**src/rtl/traffic_pkg.sv**
```systemverilog
`default_nettype none
// +--------------------------------------------------------------------+
// | traffic_pkg : state codes and lamp encodings for the junction ctrl |
// | rev 1.0                                                            |
// +--------------------------------------------------------------------+
package traffic_pkg;

  typedef enum logic [2:0] {
    S1    = 3'd0,
    S2    = 3'd1,
    S3    = 3'd2,
    S4    = 3'd3,
    NIGHT = 3'd4
  } state_t;

  // Lamp vectors are {red, yellow, green}
  localparam logic [2:0] RED = 3'b100;
  localparam logic [2:0] YEL = 3'b010;
  localparam logic [2:0] GRN = 3'b001;
  localparam logic [2:0] OFF = 3'b000;

endpackage
`default_nettype wire

```
**src/rtl/traffic_light_ctrl.sv**
```systemverilog
`default_nettype none
// +--------------------------------------------------------------------+
// | traffic_light_ctrl : two-road signal sequencer with ped shortening |
// | and flashing-yellow night mode, stepped by a 1 Hz tick. rev 1.0    |
// +--------------------------------------------------------------------+
module traffic_light_ctrl
  import traffic_pkg::*;
#(
  parameter int G1_SEC  = 29,
  parameter int G2_SEC  = 19,
  parameter int Y_SEC   = 3,
  parameter int PED_SEC = 5,
  parameter int TW      = 6
) (
  input  logic          clk1h,
  input  logic          rst_n,
  input  logic          night_mode,
  input  logic          ped_req,
  output logic [2:0]    led1,
  output logic [2:0]    led2,
  output logic [TW-1:0] time_left,
  output logic [2:0]    state,
  output logic          ped_pend
);

  localparam logic [TW-1:0] c_G1_LOAD  = TW'(G1_SEC - 1);
  localparam logic [TW-1:0] c_G2_LOAD  = TW'(G2_SEC - 1);
  localparam logic [TW-1:0] c_Y_LOAD   = TW'(Y_SEC - 1);
  localparam logic [TW-1:0] c_PED_LOAD = TW'(PED_SEC - 1);
  localparam logic [TW-1:0] c_ONE      = TW'(1);

  state_t        r_state, w_state_nxt;
  logic [TW-1:0] r_time,  w_time_nxt;
  logic          r_ped,   w_ped_nxt;
  logic          r_flash, w_flash_nxt;
  logic          w_ped_any;

  always_ff @(posedge clk1h) begin
    if (!rst_n) begin
      r_state <= S1;
      r_time  <= c_G2_LOAD;
      r_ped   <= 1'b0;
      r_flash <= 1'b0;
    end else begin
      r_state <= w_state_nxt;
      r_time  <= w_time_nxt;
      r_ped   <= w_ped_nxt;
      r_flash <= w_flash_nxt;
    end
  end

  always_comb begin
    w_state_nxt = r_state;
    w_time_nxt  = r_time;
    w_ped_nxt   = r_ped;
    w_flash_nxt = 1'b0;
    w_ped_any   = r_ped | ped_req;

    case (r_state)
      S1, S2, S3, S4: begin
        w_ped_nxt = w_ped_any;
        if (night_mode) begin
          w_state_nxt = NIGHT;
          w_time_nxt  = '0;
          w_ped_nxt   = 1'b0;
        end else if (r_time == '0) begin
          // Leaving a green phase serves the pending request; clear beats set
          case (r_state)
            S1: begin
              w_state_nxt = S2;
              w_time_nxt  = c_Y_LOAD;
              w_ped_nxt   = 1'b0;
            end
            S2: begin
              w_state_nxt = S3;
              w_time_nxt  = c_G1_LOAD;
            end
            S3: begin
              w_state_nxt = S4;
              w_time_nxt  = c_Y_LOAD;
              w_ped_nxt   = 1'b0;
            end
            default: begin
              w_state_nxt = S1;
              w_time_nxt  = c_G2_LOAD;
            end
          endcase
        end else if ((r_state == S1 || r_state == S3) && w_ped_any &&
                     (r_time > c_PED_LOAD)) begin
          w_time_nxt = c_PED_LOAD;
        end else begin
          w_time_nxt = r_time - c_ONE;
        end
      end
      NIGHT: begin
        w_ped_nxt = 1'b0;
        if (night_mode) begin
          w_time_nxt  = '0;
          w_flash_nxt = ~r_flash;
        end else begin
          w_state_nxt = S1;
          w_time_nxt  = c_G2_LOAD;
        end
      end
      default: begin
        w_state_nxt = S1;
        w_time_nxt  = c_G2_LOAD;
        w_ped_nxt   = 1'b0;
      end
    endcase
  end

  always_comb begin
    led1 = RED;
    led2 = GRN;
    case (r_state)
      S2: led2 = YEL;
      S3: begin
        led1 = GRN;
        led2 = RED;
      end
      S4: begin
        led1 = YEL;
        led2 = RED;
      end
      NIGHT: begin
        led1 = r_flash ? OFF : YEL;
        led2 = r_flash ? OFF : YEL;
      end
      default: begin
        led1 = RED;
        led2 = GRN;
      end
    endcase
  end

  assign time_left = r_time;
  assign state     = r_state;
  assign ped_pend  = r_ped;

endmodule
`default_nettype wire

```
**config.mk**
```make
export PLATFORM = sky130hd
export DESIGN_NAME = traffic_light_ctrl
export DESIGN_NICKNAME = d
export VERILOG_FILES = /design/src/rtl/traffic_pkg.sv /design/src/rtl/traffic_light_ctrl.sv
export SDC_FILE = /design/constraint.sdc
export NUM_CORES = 1
export LEC_CHECK = 0
export BUFFER_PORTS_ARGS = -buffer_cell sky130_fd_sc_hd__buf_2
export CORE_MARGIN = 8
export CORE_UTILIZATION = 35
export DETAILED_ROUTE_END_ITERATION = 10
export MAX_ROUTING_LAYER = met4
export SYNTH_ARGS = -nofsm -noshare
export SYNTH_HDL_FRONTEND = slang
export SYNTH_SLANG_ARGS = --single-unit
```
**constraint.sdc**
```tcl
create_clock -name clk1h -period 3.2 [get_ports clk1h]
set_clock_uncertainty 0.05 [all_clocks]
set_input_delay 0.16 -clock clk1h [delete_from_list [all_inputs] [get_ports clk1h]]
set_output_delay 0.16 -clock clk1h [all_outputs]
set_load 0.005 [all_outputs]
```
Word level (Yosys, flattened, before mapping):

Index checks and enable logic that the tools add are counted.

* output and inout bits: 16
* bits of input ports: 4
* word-level logic and storage cells: 43
* flip-flop bits (word level): 11

* mux-type cells: 16
* reduce and logical (&&, ||, !) cells: 11
* $lt $le $gt $ge: 1
* bitwise logic cells: 4
* add/sub/neg operators: 1
* eq/ne operators: 6

Operators with widths (count)
* $mux 6: 3
* $pmux 3 s3: 2
* $pmux 6 s2: 1
* $pmux 5 s2: 1
* $mux 3: 3
* $eq 3x2->1 const B: 2
* $gt 6x3->1 const B: 1
* $logic_not 6->1: 1
* $pmux 2 s3: 1
* $pmux 3 s2: 1
* $sub 6x1->6 const B: 1
* $mux 5: 1
* $reduce_or 2->1: 2
* $reduce_or 4->1: 1
* $eq 3x1->1 const B: 1
* $eq 3x3->1 const B: 1
* $logic_not 3->1: 1
* $ne 3x3->1 const B: 1
* $not 1->1: 3
* $reduce_and 3->1: 1
* $reduce_or 3->1: 1
* $logic_and 1x1->1: 2
* $mux 1: 2
* $mux 2: 1
* other kinds (4): 4

Logic depth before layout (Yosys ltp):

* word-level depth: 8
* depth in mapped cells: 6
* depth with buffers taken out: 6

Worst setup path after synthesis:

Ideal clock, no wire load.

* kind: register to register
* start point: reg r_time[0], in the netlist time_left[0]
* end point: reg r_time[2], in the netlist time_left[2]
* setup time: 61 ps
* path slack: 1739 ps
* cell stages (with the launch flop): 7
* buffers on the path: 0
* data required time: 3089 ps
* arrival: 1350 ps
* clock period less this slack: 1461 ps
* cell sequence: dfxtp_1 -> inv_1 -> ha_1 -> inv_1 -> a21boi_4 -> o41ai_4 -> o221a_1

* longest elaborated chain between the ends: 6
* elaborated cells on any way between the ends: 8
* classes of those cells: 1 x add/sub; 1 x order compare; 4 x mux; 2 x reduce/logical

Ends and longest elaborated chain
* start, declared: RTL line traffic_light_ctrl.sv:33 `logic [TW-1:0] r_time, w_time_nxt;`
* start signal, assigned: RTL line traffic_light_ctrl.sv:41 `r_time <= c_G2_LOAD;`
* start signal, assigned: RTL line traffic_light_ctrl.sv:46 `r_time <= w_time_nxt;`
* $gt 6x3->1: RTL line traffic_light_ctrl.sv:89 `(r_time > c_PED_LOAD)) begin`
* $logic_and 1x1->1: RTL line traffic_light_ctrl.sv:88 `end else if ((r_state == S1 || r_state == S3) && w_ped_any &&`
* $mux 6: RTL line traffic_light_ctrl.sv:88
* $mux 6 (*): RTL line traffic_light_ctrl.sv:66 `end else if (r_time == '0) begin`
* $mux 6 (*): RTL line traffic_light_ctrl.sv:62 `if (night_mode) begin`
* $pmux 6 s2 (*): RTL line traffic_light_ctrl.sv:59 `case (r_state)`

Mark *: on every way between the ends. The rest lies on a longest branch, timed or not.
A chain may end at the register's enable or synchronous reset.

Worst setup path in the final report:

* start point: reg r_state[2], in the netlist state[2]
* end point: out led2[1]

* longest elaborated chain between the ends: 3
* elaborated cells on any way between the ends: 6
* classes of those cells: 4 x eq/ne; 1 x mux; 1 x reduce/logical

Ends and longest elaborated chain
* start, declared: RTL line traffic_light_ctrl.sv:32 `state_t r_state, w_state_nxt;`
* start signal, assigned: RTL line traffic_light_ctrl.sv:45 `r_state <= w_state_nxt;`
* $eq 3x2->1: RTL line traffic_light_ctrl.sv:116 `case (r_state)`
* $reduce_or 2->1 (no line)
* $pmux 3 s3 (*): RTL line traffic_light_ctrl.sv:116
* end, declared: RTL line traffic_light_ctrl.sv:20 `output logic [2:0] led2,`

Marked as above.

==> metrics.txt <==
layout cells sized above 1=0.300; Flop pwr share=0.482; number of flops mapped to enable cells by yosys=0; sequential share of the synthesized area=0.356; initial drt markers=9; combinational power share=0.232; unrepaired setup endpoints after global routing=false; post-synthesis net count=75; Initial Util=0.366; # Max-Cap Violations=0; # rows=15; number of iterations in the first detailed-routing pass=3; highest clock rate=553 MHz; fin cells=107; Leak=0.000338 µW; htree depth=1; clk_lat worst skew=0.26 ns; Fill cells=178; final setup fails=0; wire length per cell=13.6 µm; number of port buffers=19; CP cell instances=or3b_2 -> a21oi_1 -> buf_2; Yosys top cell area share=0.356; Worst Tran Pin Value=0.425 ns; top cell type by total area after synthesis=dfxtp_1; Final TNS setup=0 ns; RePlAce Congestion=0.799; register bit total from synthesis=11; number of global-route vias before repair=522; min cycle time layout=1.81 ns; GRT Util Overall=0.100; Worst-path clk slew=0.07 ns; Ys Warns=0; clock sinks=11; Top delay family on crit path=flip-flops; Layout area overhead=21.5%; largest net degree at the start of global routing=13; Crit path required time=2.99 ns; hold slack=0.128 ns; footprint of the multi-input gates=369 µm²; Die W=58.0 µm; Critical Path AT=1.60 ns; I/O pins=20; Post-CTS Hold Fix Bufs=0; Vias=550; status=complete, no violations; placed cells=103; Buf+Inv Stages, Crit Path=1; CP Launch Type=flop; period utilisation layout=0.565; drt drc=0; switching part of the total=0.294; Power Density=436 nW/µm²; CP Max Fanout=12; Mapped Area=618 µm²; ys async rst share=0; Critical Path Max Stage Delay=0.58 ns; worst hold path class=in2reg; # resized after CTS=0; routed wire length=1450 µm; Layout Nets=97; design area=751 µm²; Via density=5.14; cells after synthesis=69; post-CTS setup buffer count=0; Clk pwr share=0.286; first-pass GRT wire length=2550 µm; Netlist cell types=28; initial antenna violation count=0; peak supply drop=0.216 mV; Slew Limit Fails=0; CP Capture Type=output pin; Die ar.=3370 µm²; grt ovf=0; critical path class=reg2out; slowest stage cell, crit path=dfxtp_1; Cell Area, Placed=724 µm²; Final Hold Viols=0; prevailing post-synth register cell=dfxtp_1; root buf cell=clkbuf_4; most frequent cells after synthesis=11 x dfxtp_1, 11 x nor2_1, 5 x inv_1, 5 x nand2_1, 4 x nor3_1; slew margin rel.=0.715; CTS tree=built; Sw Pwr=96.2 µW; Max Buffers Root-to-Sink=2; core area=1690 µm²; post-DP HPWL=1110 µm; top cells by area, synth=dfxtp_1 36%, nor2_1 6.7%, o41ai_4 4.5%; Pint=231 µW; n_diodes=0; die height=58.0 µm; sequential cell area=220 µm²; CTS buffer count=3; antenna-violating nets left=0; Avg Cell Area, Syn=8.96 µm²
## path summary, 6_finish.rpt
kind / from / to / slack, ns / depth (start not counted)
setup reg to reg: time_left[0] / time_left[2] / 1.61 / 6
hold reg to reg: time_left[0] / time_left[0] / 0.44 / 1
hold / removal: rst_n / r_flash / 0.13 / 3
setup / recovery: state[2] / led2[1] / 1.39 / 3
## power groups by stage
| stage | registers, µW | clock network [µW] | logic (µW) |
|---|---|---|---|
| 2_1_floorplan | 158 | 0 | 56.4 |
| 3_3_place_gp | 161 | 0 | 76.6 |
| 3_5_place_dp | 161 | 0 | 76.7 |
| 4_1_cts | 158 | 97.6 | 77.0 |
| 5_1_grt | 159 | 107 | 86.2 |
| 6_report | 158 | 93.6 | 76.1 |
## state kept, by name, summed over array words and instances, names as in the netlist
signal,cells
time_left,6
state,3
ped_pend,1
r_flash,1
## worst min-delay path, stage by stage
cell and delay [ns]:
buf_2 0.12, nand2_1 0.08, nor2_1 0.04
## placed cells by master (no fill, tap or decap), types with 3 or more instances in the layout
| cell | count |
|---|---|
| nor3_1 | 4 |
| xor2_1 | 3 |
| nand2_1 | 5 |
| nor2_1 | 11 |
| xnor2_1 | 3 |
| buf_2 | 19 |
| inv_1 | 5 |
| clkbuf_4 | 3 |
| dfxtp_1 | 11 |
## area by class of cell
cell class,instances,area share
multi-input combinational,51,0.492
inverter,5,0.0250
tap,17,0.0283
sequential,11,0.293
clock buffer,4,0.0350
timing repair buffer,19,0.127
## per-stage QoR
step                       util  total power [µW]  setup slack (ns)
after global routing      0.444               353              1.29
after detailed placement  0.429               238              1.62
after global placement    0.429               237              1.67
after floorplan               -               214              1.74
after CTS                 0.444               333              1.37
final                     0.444               327              1.39
## routing by layer
layer | share of wire | vias to the layer above | global-route usage
met5 | 0 | - | -
met4 | 0.016 | 0 | 0.0315
met3 | 0.030 | 2 | 0.0442
met2 | 0.52 | 8 | 0.156
met1 | 0.43 | 257 | 0.113
li1 | - | 283 | -
## cells by family (layout without fill, tap and decap cells)
| kind of cell | after synthesis | after routing | share of synthesized area |
|---|---|---|---|
| and+or+nand+nor | 32 | 32 | 0.287 |
| xor gates and xnor gates | 6 | 6 | 0.0850 |
| DFF | 11 | 11 | 0.356 |
| adders and majority gates | 2 | 2 | 0.0405 |
| buffers and inverters | 7 | 28 | 0.0466 |
| AOI/OAI and AO/OA | 11 | 11 | 0.184 |
Power figures use the tool's default switching activity.
